## src/rtl/apb_master_arbiter.sv

```systemverilog
// Two-requester APB master. Round-robin arbitration feeds a SETUP/ACCESS sequencer
// toward one slave, with PREADY wait states, an ACCESS timeout and per-requester responses.
module apb_master_arbiter #(
    parameter int ADDRESS_WIDTH = 5,
    parameter int DATA_WIDTH    = 8,
    parameter int TIMEOUT       = 16
) (
    input  logic                         PCLK,
    input  logic                         PRESETn,
    input  logic [1:0]                   req_valid,
    output logic [1:0]                   req_ready,
    input  logic [1:0]                   req_write,
    input  logic [2*ADDRESS_WIDTH-1:0]   req_addr,
    input  logic [2*DATA_WIDTH-1:0]      req_wdata,
    output logic [1:0]                   rsp_valid,
    output logic [DATA_WIDTH-1:0]        rsp_rdata,
    output logic                         rsp_err,
    output logic                         PSEL,
    output logic                         PENABLE,
    output logic                         PWRITE,
    output logic [ADDRESS_WIDTH-1:0]     PADDR,
    output logic [DATA_WIDTH-1:0]        PWDATA,
    input  logic [DATA_WIDTH-1:0]        PRDATA,
    input  logic                         PREADY,
    input  logic                         PSLVERR
);
    localparam int AW = ADDRESS_WIDTH;
    localparam int DW = DATA_WIDTH;
    localparam int CW = (TIMEOUT > 0) ? $clog2(TIMEOUT + 1) : 1;
    localparam logic [CW-1:0] TO_VAL = CW'(TIMEOUT);

    typedef enum logic [1:0] {IDLE, SETUP, ACCESS} state_t;

    state_t          state_q, state_d;
    logic            last_grant_q, last_grant_d;
    logic [CW-1:0]   tcnt_q, tcnt_d;
    logic            pwrite_q, pwrite_d;
    logic [AW-1:0]   paddr_q, paddr_d;
    logic [DW-1:0]   pwdata_q, pwdata_d;
    logic [1:0]      rsp_valid_q, rsp_valid_d;
    logic [DW-1:0]   rsp_rdata_q, rsp_rdata_d;
    logic            rsp_err_q, rsp_err_d;

    logic            any_valid;
    logic            grant;
    logic            done;
    logic            tmo;
    logic            accept;
    logic            sel_write;
    logic [AW-1:0]   sel_addr;
    logic [DW-1:0]   sel_wdata;

    // Arbitration and handshake qualifiers
    always_comb begin
        any_valid = |req_valid;
        grant     = (req_valid == 2'b11) ? ~last_grant_q : req_valid[1];
        done      = (state_q == ACCESS) && PREADY;
        // The counter holds TIMEOUT after that many stalled cycles; abort on the next one
        tmo       = (state_q == ACCESS) && !PREADY && (TIMEOUT != 0) && (tcnt_q == TO_VAL);
        accept    = any_valid && ((state_q == IDLE) || done);
        sel_write = grant ? req_write[1] : req_write[0];
        sel_addr  = grant ? req_addr[2*AW-1:AW] : req_addr[AW-1:0];
        sel_wdata = grant ? req_wdata[2*DW-1:DW] : req_wdata[DW-1:0];
    end

    // State register
    always_ff @(posedge PCLK or negedge PRESETn) begin
        if (!PRESETn) begin
            state_q <= IDLE;
        end else begin
            state_q <= state_d;
        end
    end

    // Next state
    always_comb begin
        state_d = state_q;
        unique case (state_q)
            IDLE:    if (accept) state_d = SETUP;
            SETUP:   state_d = ACCESS;
            ACCESS: begin
                if (done)     state_d = accept ? SETUP : IDLE;
                else if (tmo) state_d = IDLE;
            end
            default: state_d = IDLE;
        endcase
    end

    // Outputs decoded from state
    always_comb begin
        PSEL      = (state_q != IDLE);
        PENABLE   = (state_q == ACCESS);
        req_ready = 2'b00;
        if (accept) req_ready = grant ? 2'b10 : 2'b01;
    end

    // Datapath next values
    always_comb begin
        last_grant_d = last_grant_q;
        tcnt_d       = tcnt_q;
        pwrite_d     = pwrite_q;
        paddr_d      = paddr_q;
        pwdata_d     = pwdata_q;
        rsp_valid_d  = 2'b00;
        rsp_rdata_d  = rsp_rdata_q;
        rsp_err_d    = rsp_err_q;

        if (state_q == SETUP) begin
            tcnt_d = '0;
        end else if ((state_q == ACCESS) && !PREADY && (tcnt_q != TO_VAL)) begin
            tcnt_d = tcnt_q + 1'b1;
        end

        if (accept) begin
            last_grant_d = grant;
            pwrite_d     = sel_write;
            paddr_d      = sel_addr;
            pwdata_d     = sel_write ? sel_wdata : '0;
        end else if (done || tmo) begin
            pwdata_d     = '0;
        end

        // last_grant_q still names the owner of the finishing transfer here
        if (done) begin
            rsp_valid_d[last_grant_q] = 1'b1;
            rsp_rdata_d = pwrite_q ? '0 : PRDATA;
            rsp_err_d   = PSLVERR;
        end else if (tmo) begin
            rsp_valid_d[last_grant_q] = 1'b1;
            rsp_rdata_d = '0;
            rsp_err_d   = 1'b1;
        end
    end

    always_ff @(posedge PCLK or negedge PRESETn) begin
        if (!PRESETn) begin
            last_grant_q <= 1'b1;
            tcnt_q       <= '0;
            pwrite_q     <= 1'b0;
            paddr_q      <= '0;
            pwdata_q     <= '0;
            rsp_valid_q  <= 2'b00;
            rsp_rdata_q  <= '0;
            rsp_err_q    <= 1'b0;
        end else begin
            last_grant_q <= last_grant_d;
            tcnt_q       <= tcnt_d;
            pwrite_q     <= pwrite_d;
            paddr_q      <= paddr_d;
            pwdata_q     <= pwdata_d;
            rsp_valid_q  <= rsp_valid_d;
            rsp_rdata_q  <= rsp_rdata_d;
            rsp_err_q    <= rsp_err_d;
        end
    end

    assign PWRITE    = pwrite_q;
    assign PADDR     = paddr_q;
    assign PWDATA    = pwdata_q;
    assign rsp_valid = rsp_valid_q;
    assign rsp_rdata = rsp_rdata_q;
    assign rsp_err   = rsp_err_q;

endmodule
```

## config.mk

```make
export PLATFORM = sky130hd
export DESIGN_NAME = apb_master_arbiter
export DESIGN_NICKNAME = d
export VERILOG_FILES = /design/src/rtl/apb_master_arbiter.sv
export SDC_FILE = /design/constraint.sdc
export NUM_CORES = 1
export LEC_CHECK = 0
export ABC_AREA = 1
export CORE_ASPECT_RATIO = 0.8
export CORE_MARGIN = 2
export CORE_UTILIZATION = 38
export DETAILED_ROUTE_END_ITERATION = 10
export PLACE_DENSITY = 0.84
export SYNTH_ARGS = -nofsm -noshare
export SYNTH_HDL_FRONTEND = slang
export SYNTH_SLANG_ARGS = --single-unit
```

## constraint.sdc

```tcl
create_clock -name PCLK -period 1.3 [get_ports PCLK]
set_input_delay 0.26 -clock PCLK [delete_from_list [all_inputs] [get_ports PCLK]]
set_output_delay 0.26 -clock PCLK [all_outputs]
set_load 0.005 [all_outputs]
```

==> results of run 1 <==
[final timing paths]
path	startpoint	end	slack, ns	depth (start not counted)
worst max-delay path	last_grant_q	req_ready[0]	-0.20	5
worst min-delay path	PRESETn	tcnt_q[0]	0.46	3
worst max register to register	last_grant_q	PWDATA[2]	-0.11	9
worst min register to register	rsp_rdata[3]	rsp_rdata[3]	0.47	2
max in group asynchronous	PRESETn	last_grant_q	0.59	3
min in group PCLK	rsp_rdata[3]	rsp_rdata[3]	0.47	2
[per-layer routing]
metal / part of all wire (%) / up-vias
met1: 40 / 782
met4: 1.6 / 0
met3: 8.6 / 10
li1: - / 865
met2: 49 / 66
met5: 0 / -
[registers in the layout (all words and copies together), names as in the netlist]
register      flops
PWDATA            8
rsp_rdata         8
PADDR             5
tcnt_q            5
rsp_valid         2
state_q           2
PWRITE            1
last_grant_q      1
rsp_err           1
[cell usage after synthesis (2+ instances only)]
| cell type | number | area [sq um] |
|---|---|---|
| nand3_1 | 17 | 85.1 |
| inv_2 | 3 | 11.3 |
| buf_6 | 4 | 45.0 |
| nand4_1 | 2 | 12.5 |
| dfrtp_1 | 32 | 801 |
| nor2_1 | 7 | 26.3 |
| nand2_1 | 118 | 443 |
| nor2_4 | 2 | 22.5 |
| o21ai_1 | 2 | 10.0 |
| inv_1 | 15 | 56.3 |
| ha_1 | 2 | 25.0 |
[logic make-up after synthesis]
| family | after synthesis |
|---|---|
| and+or+nand+nor | 150 |
| adders and majority gates | 2 |
| AOI/OAI and AO/OA | 5 |
| xor gates and xnor gates | 1 |
| DFF | 33 |
| buffers and inverters | 24 |
[final cells by class]
type / count / share of cell area [%]
Tap cell: 57 / 2.57
Sequential cell: 33 / 29.8
Timing Repair Buffer: 101 / 33.5
Multi-Input combinational cell: 160 / 28.3
Inverter: 18 / 2.61
Clock buffer: 8 / 3.24
[metrics by stage]
| stage | std cells | total power (W) | utilization (%) | hold WS [ns] | setup TNS (ns) |
|---|---|---|---|---|---|
| final | 377 | 0.00474 | 66.9 | 0.456 | -1.31 |
| after global routing | 377 | 0.00508 | 66.9 | 0.470 | -3.17 |
| after CTS | 374 | 0.00458 | 64.4 | 0.459 | -1.04 |
| after detailed placement | 355 | 0.00380 | 60.3 | 0.229 | -7.03 |
| after global placement | 355 | 0.00372 | 60.3 | 0.230 | -6.62 |
| after floorplan | 215 | 0.00251 | - | -0.0356 | 0 |
[what timing repair did]
item,CTS,global route
gates cloned,1,1
setup endpoints to repair,46,33
hold endpoints to repair,32,0
gates resized for setup,59,25
hold buffers,1,0
pin swaps,14,8
setup buffers,10,4
[power by group through the flow]
stage	clock network, W	logic [W]	registers, W
floorplan	0	0.000823	0.00168
global placement	0	0.00209	0.00163
detailed placement	0	0.00215	0.00165
CTS	0.000807	0.00215	0.00162
global route	0.000863	0.00254	0.00168
finish	0.000797	0.00231	0.00163
[critical path: cells and delay by family, from the launching register on]
| family | cells | cell delay [ns] |
|---|---|---|
| buffers and inverters | 2 | 0.15 |
| AND/OR/NAND/NOR | 3 | 0.25 |
| flip-flops | 1 | 0.56 |
==> out/results.ini, run 1 <==
[run_status]
outcome=finished with violations
violations=negative setup slack

[die]
dieWidth_um=77.4
core_sq_um=4150
num_rows=21
start_util_pct=39.5
die_y_um=62.7
die_area_sq_um=4850
io_pins=71

[layout]
antenna_cells=0
drive_gt1_share_pct=23.4
layout_commonest_cell=nand2_1
syn_to_final_growth_pct=69.5
regArea_sq_um=827
nFillCells=384
final_cell_mix=107 x nand2_1, 38 x clkdlybuf4s50_1, 32 x dfrtp_1
nNetsFinal=363
multi_input_area_sq_um=785
stdcell_area_sq_um=2780

[cts]
clockBufferDepth=2
cts_root_buf=clkbuf_8
cts_sinks=33
cts_tree=done
htreeDepth=2
insertion_delay_ns=0.29
cts_buffers=5
clkTransAtPathRegs_ns=0.07

[global_route]
top_usage_layer=met2
grt_max_degree=34
met2_usage_pct=31.8
grt_overflow=0
grt_pass1_vias=1642
antenna_found_initial=0
grt_pass1_wl_um=7310
grt_use_met1_pct=21.8
met3_usage_pct=8.09
grt_usage_pct=19.1

[route]
via_per_inst=4.57
detail-route-antenna-nets=0
vias=1723
dr.pass1.iters=4
drt-initial-drc-count=93
totalWireLength_um=4590
wl_per_cell_um=12.2
drc=0

[critical_path]
startpoint_type=flop
worstSetupEndpointType=primary output
crit_type=flop to primary output
cpMostUsedCell=nand2_4
slowest_delay_ns=0.56
cp_data_arrival_time_ns=1.24
cp_data_required_time_ns=1.04
path_cells=nand2_4 -> nand2_4 -> inv_4 -> nor2_4 -> buf_6
cpMaxStageDelayCell=dfstp_2
critPathMaxFanout=3

[job]
maxCapViolCount=0

[yosys]
yosysUniqueCellTypes=22
muxShareOfSynthArea_pct=0
synth_compound_area_share_pct=1.76
synthAdderAreaFrac_pct=1.53
syn_nets=259
synth-async-reset-ratio_pct=100
avgSynthCellArea_sq_um=7.62
synth_cells=215
syn-cell-area_sq_um=1640
synth-simple-area-share_pct=38.0
ys.flop_type=dfrtp_1
ys_ff_latch=33
ys_seq_area_share_pct=50.5
synth_top_family_by_area=simple AND/OR/NAND/NOR gates
ys_warn_count=0
synth-xor-area-share_pct=0.535
synth_edf_count=0

[timing]
fin_crit_sh_pct=116
setup_viol=17
worst_slack_ns=-0.204
rsz0062_at_grt=yes
min_period_ns=1.50
report.final.slew_viol_count=0
fmax_mhz=665
relSlewSlack_pct=83.6
finClkSkew_ns=0.00629
worstMarginPinSlew_ns=0.245
finalHoldViolations=0

[power_and_ir_drop]
p_switching_w=0.00170
switching_share_pct=35.8
p_int_w=0.00305
power_density_nw_per_um2=1710
p_leak_nw=1.56
irDropWorstVdd_mv=0.698
seqPwrFrac_pct=34.5
clockPowerShare_pct=16.8
combPwrFrac_pct=48.7

[min_path]
min_path_type=input pin to asynchronous set/reset pin

[placed_design]
dp_hpwl_um=3120
placed_area_sq_um=2500
post-place-ws_ns=-0.600
gp_congestion=0.807
io_buffers=70

Note: power is estimated with default switching activity, not from simulation.
==> run 2, diff against run 1 <==
Settings changed: CORE_ASPECT_RATIO 0.8 to 1.2.
==> run 2 against run 1 <==
Compared with the run above: the flow still finishes with violations (negative setup slack); worst setup slack got worse by 0.039 ns; critical path depth rose by 1; highest routed layer unchanged; critical endpoint is now PSEL; maximum frequency shrank 2.5%; largest cell class unchanged; wire length fell by 3.6%; hold slack got worse by 0.033 ns; largest power group unchanged.
==> out/results.ini, run 2 (synthesized netlist as in run 1, its figures left out) <==
[run_status]
violations=negative setup slack
outcome=finished with violations

[cts]
insertion_delay_ns=0.28
cts_root_buf=clkbuf_8
cts_buffers=5
cts_sinks=33
clockBufferDepth=2
clkTransAtPathRegs_ns=0.07
cts_tree=done
htreeDepth=2

[layout]
nFillCells=353
final_cells=371
drive_gt1_share_pct=23.5
multi_input_area_sq_um=827
regArea_sq_um=827
nNetsFinal=359
layout_commonest_cell=nand2_1
syn_to_final_growth_pct=70.1
antenna_cells=0
stdcell_area_sq_um=2790
final_cell_mix=108 x nand2_1, 37 x clkdlybuf4s50_1, 32 x dfrtp_1

[critical_path]
startpoint=state_q[1]
r2r_cells=9
reg2reg_to=PWDATA[0]
crit_type=flop to primary output
reg2reg_slack_ns=-0.15
worstSetupEndpointType=primary output
startpoint_type=flop
reg2reg_from=last_grant_q
cp_data_required_time_ns=1.04
cp_data_arrival_time_ns=1.28
critPathMaxFanout=3

[placed_design]
dp_hpwl_um=3020
dp_cells=354
post-place-ws_ns=-0.654
placed_area_sq_um=2500
io_buffers=70
gp_congestion=0.796

[timing]
fmax_mhz=648
setup_viol=21
min_period_ns=1.54
finClkSkew_ns=0.00579
fin_crit_sh_pct=119
finalHoldViolations=0
rsz0062_at_grt=yes
worstMarginPinSlew_ns=0.376
worst_slack_ns=-0.243
report.final.slew_viol_count=0
relSlewSlack_pct=74.9

[route]
drt-initial-drc-count=46
dr.pass1.iters=6
met3WireLength_um=249
via_per_inst=4.57
vias=1696
wl_per_cell_um=11.9
drc=0
detail-route-antenna-nets=0
dr_wl_met2_um=2490
totalWireLength_um=4430
routed.top_layer=met4
met1Wirelength_um=1650

[die]
die_y_um=75.9
die_area_sq_um=4850
start_util_pct=39.0
core_sq_um=4200
io_pins=71
dieWidth_um=63.9
num_rows=26

[power_and_ir_drop]
power_density_nw_per_um2=1690
irDropWorstVdd_mv=0.808
p_leak_nw=1.52

[global_route]
grt_overflow=0
grt_pass1_vias=1567
antenna_found_initial=0
grt_pass1_wl_um=6760
grt_max_degree=20
grt_usage_pct=17.7

[min_path]
min_path_type=input pin to asynchronous set/reset pin

[job]
maxCapViolCount=0

run 2: changes by cell type in the layout (fill, tap and decap cells not counted), sizes merged:
cell and delta:
dlymetal6s2s -1, nand2 -1, dlygate4sd2 +2, buf -4, clkdlybuf4s50 -1
run 2: what timing repair did:
item | 4_1_cts | 5_1_grt
setup endpoints to repair | 38 | 34
pin swaps | 3 | 16
hold buffers | 1 | 0
cloned | 0 | 1
hold endpoints to repair | 13 | 0
buffers inserted | 5 | 4
resized for setup | 51 | 35
run 2: worst max-delay path: stages, from the launching register on:
cell	delay, ns
dfrtp_1	0.38
buf_4	0.13
buf_4	0.12
buf_6	0.12
inv_4	0.06
nand2_1	0.06
buf_2	0.12
run 2: metrics by stage:
step | utilization [%] | hold WS, ns | setup TNS (ns) | power [W]
2_1_floorplan | - | -0.0356 | 0 | 0.00251
3_3_place_gp | 59.7 | 0.191 | -6.47 | 0.00369
3_5_place_dp | 59.7 | 0.194 | -7.02 | 0.00375
4_1_cts | 62.3 | 0.426 | -1.86 | 0.00440
5_1_grt | 66.4 | 0.432 | -4.74 | 0.00507
6_report | 66.4 | 0.424 | -2.94 | 0.00470
run 2: worst max path at each step:
| stage | to | slack, ns | cells after the start |
|---|---|---|---|
| 2_1_floorplan | req_ready[0] | 0.003 | 5 |
| 6_report | PSEL | -0.24 | 6 |
| 5_1_grt | PSEL | -0.30 | 6 |
| 3_3_place_gp | req_ready[1] | -0.64 | 6 |
| 4_1_cts | req_ready[0] | -0.21 | 5 |
| 3_5_place_dp | req_ready[1] | -0.65 | 6 |
run 2: metal layers:
metal / vias up / track usage [%]
li1: 859 / -
met1: 776 / 19.7
met2: 57 / 32.6
met3: 4 / 4.30
met4: 0 / 5.22
met5: - / 0
run 2: layout make-up:
cell class,count,area share (%)
tap,56,2.51
inverter,18,2.60
clock buffer,7,3.10
sequential,33,29.7
multi-input combinational,159,29.7
timing repair buffer,98,32.4
run 2: where the power goes:
part	total [W]	internal (W)	switching [W]
combinational	0.00232	0.00117	0.00114
sequential	0.00162	0.00142	0.000200
clock	0.000764	0.000420	0.000345
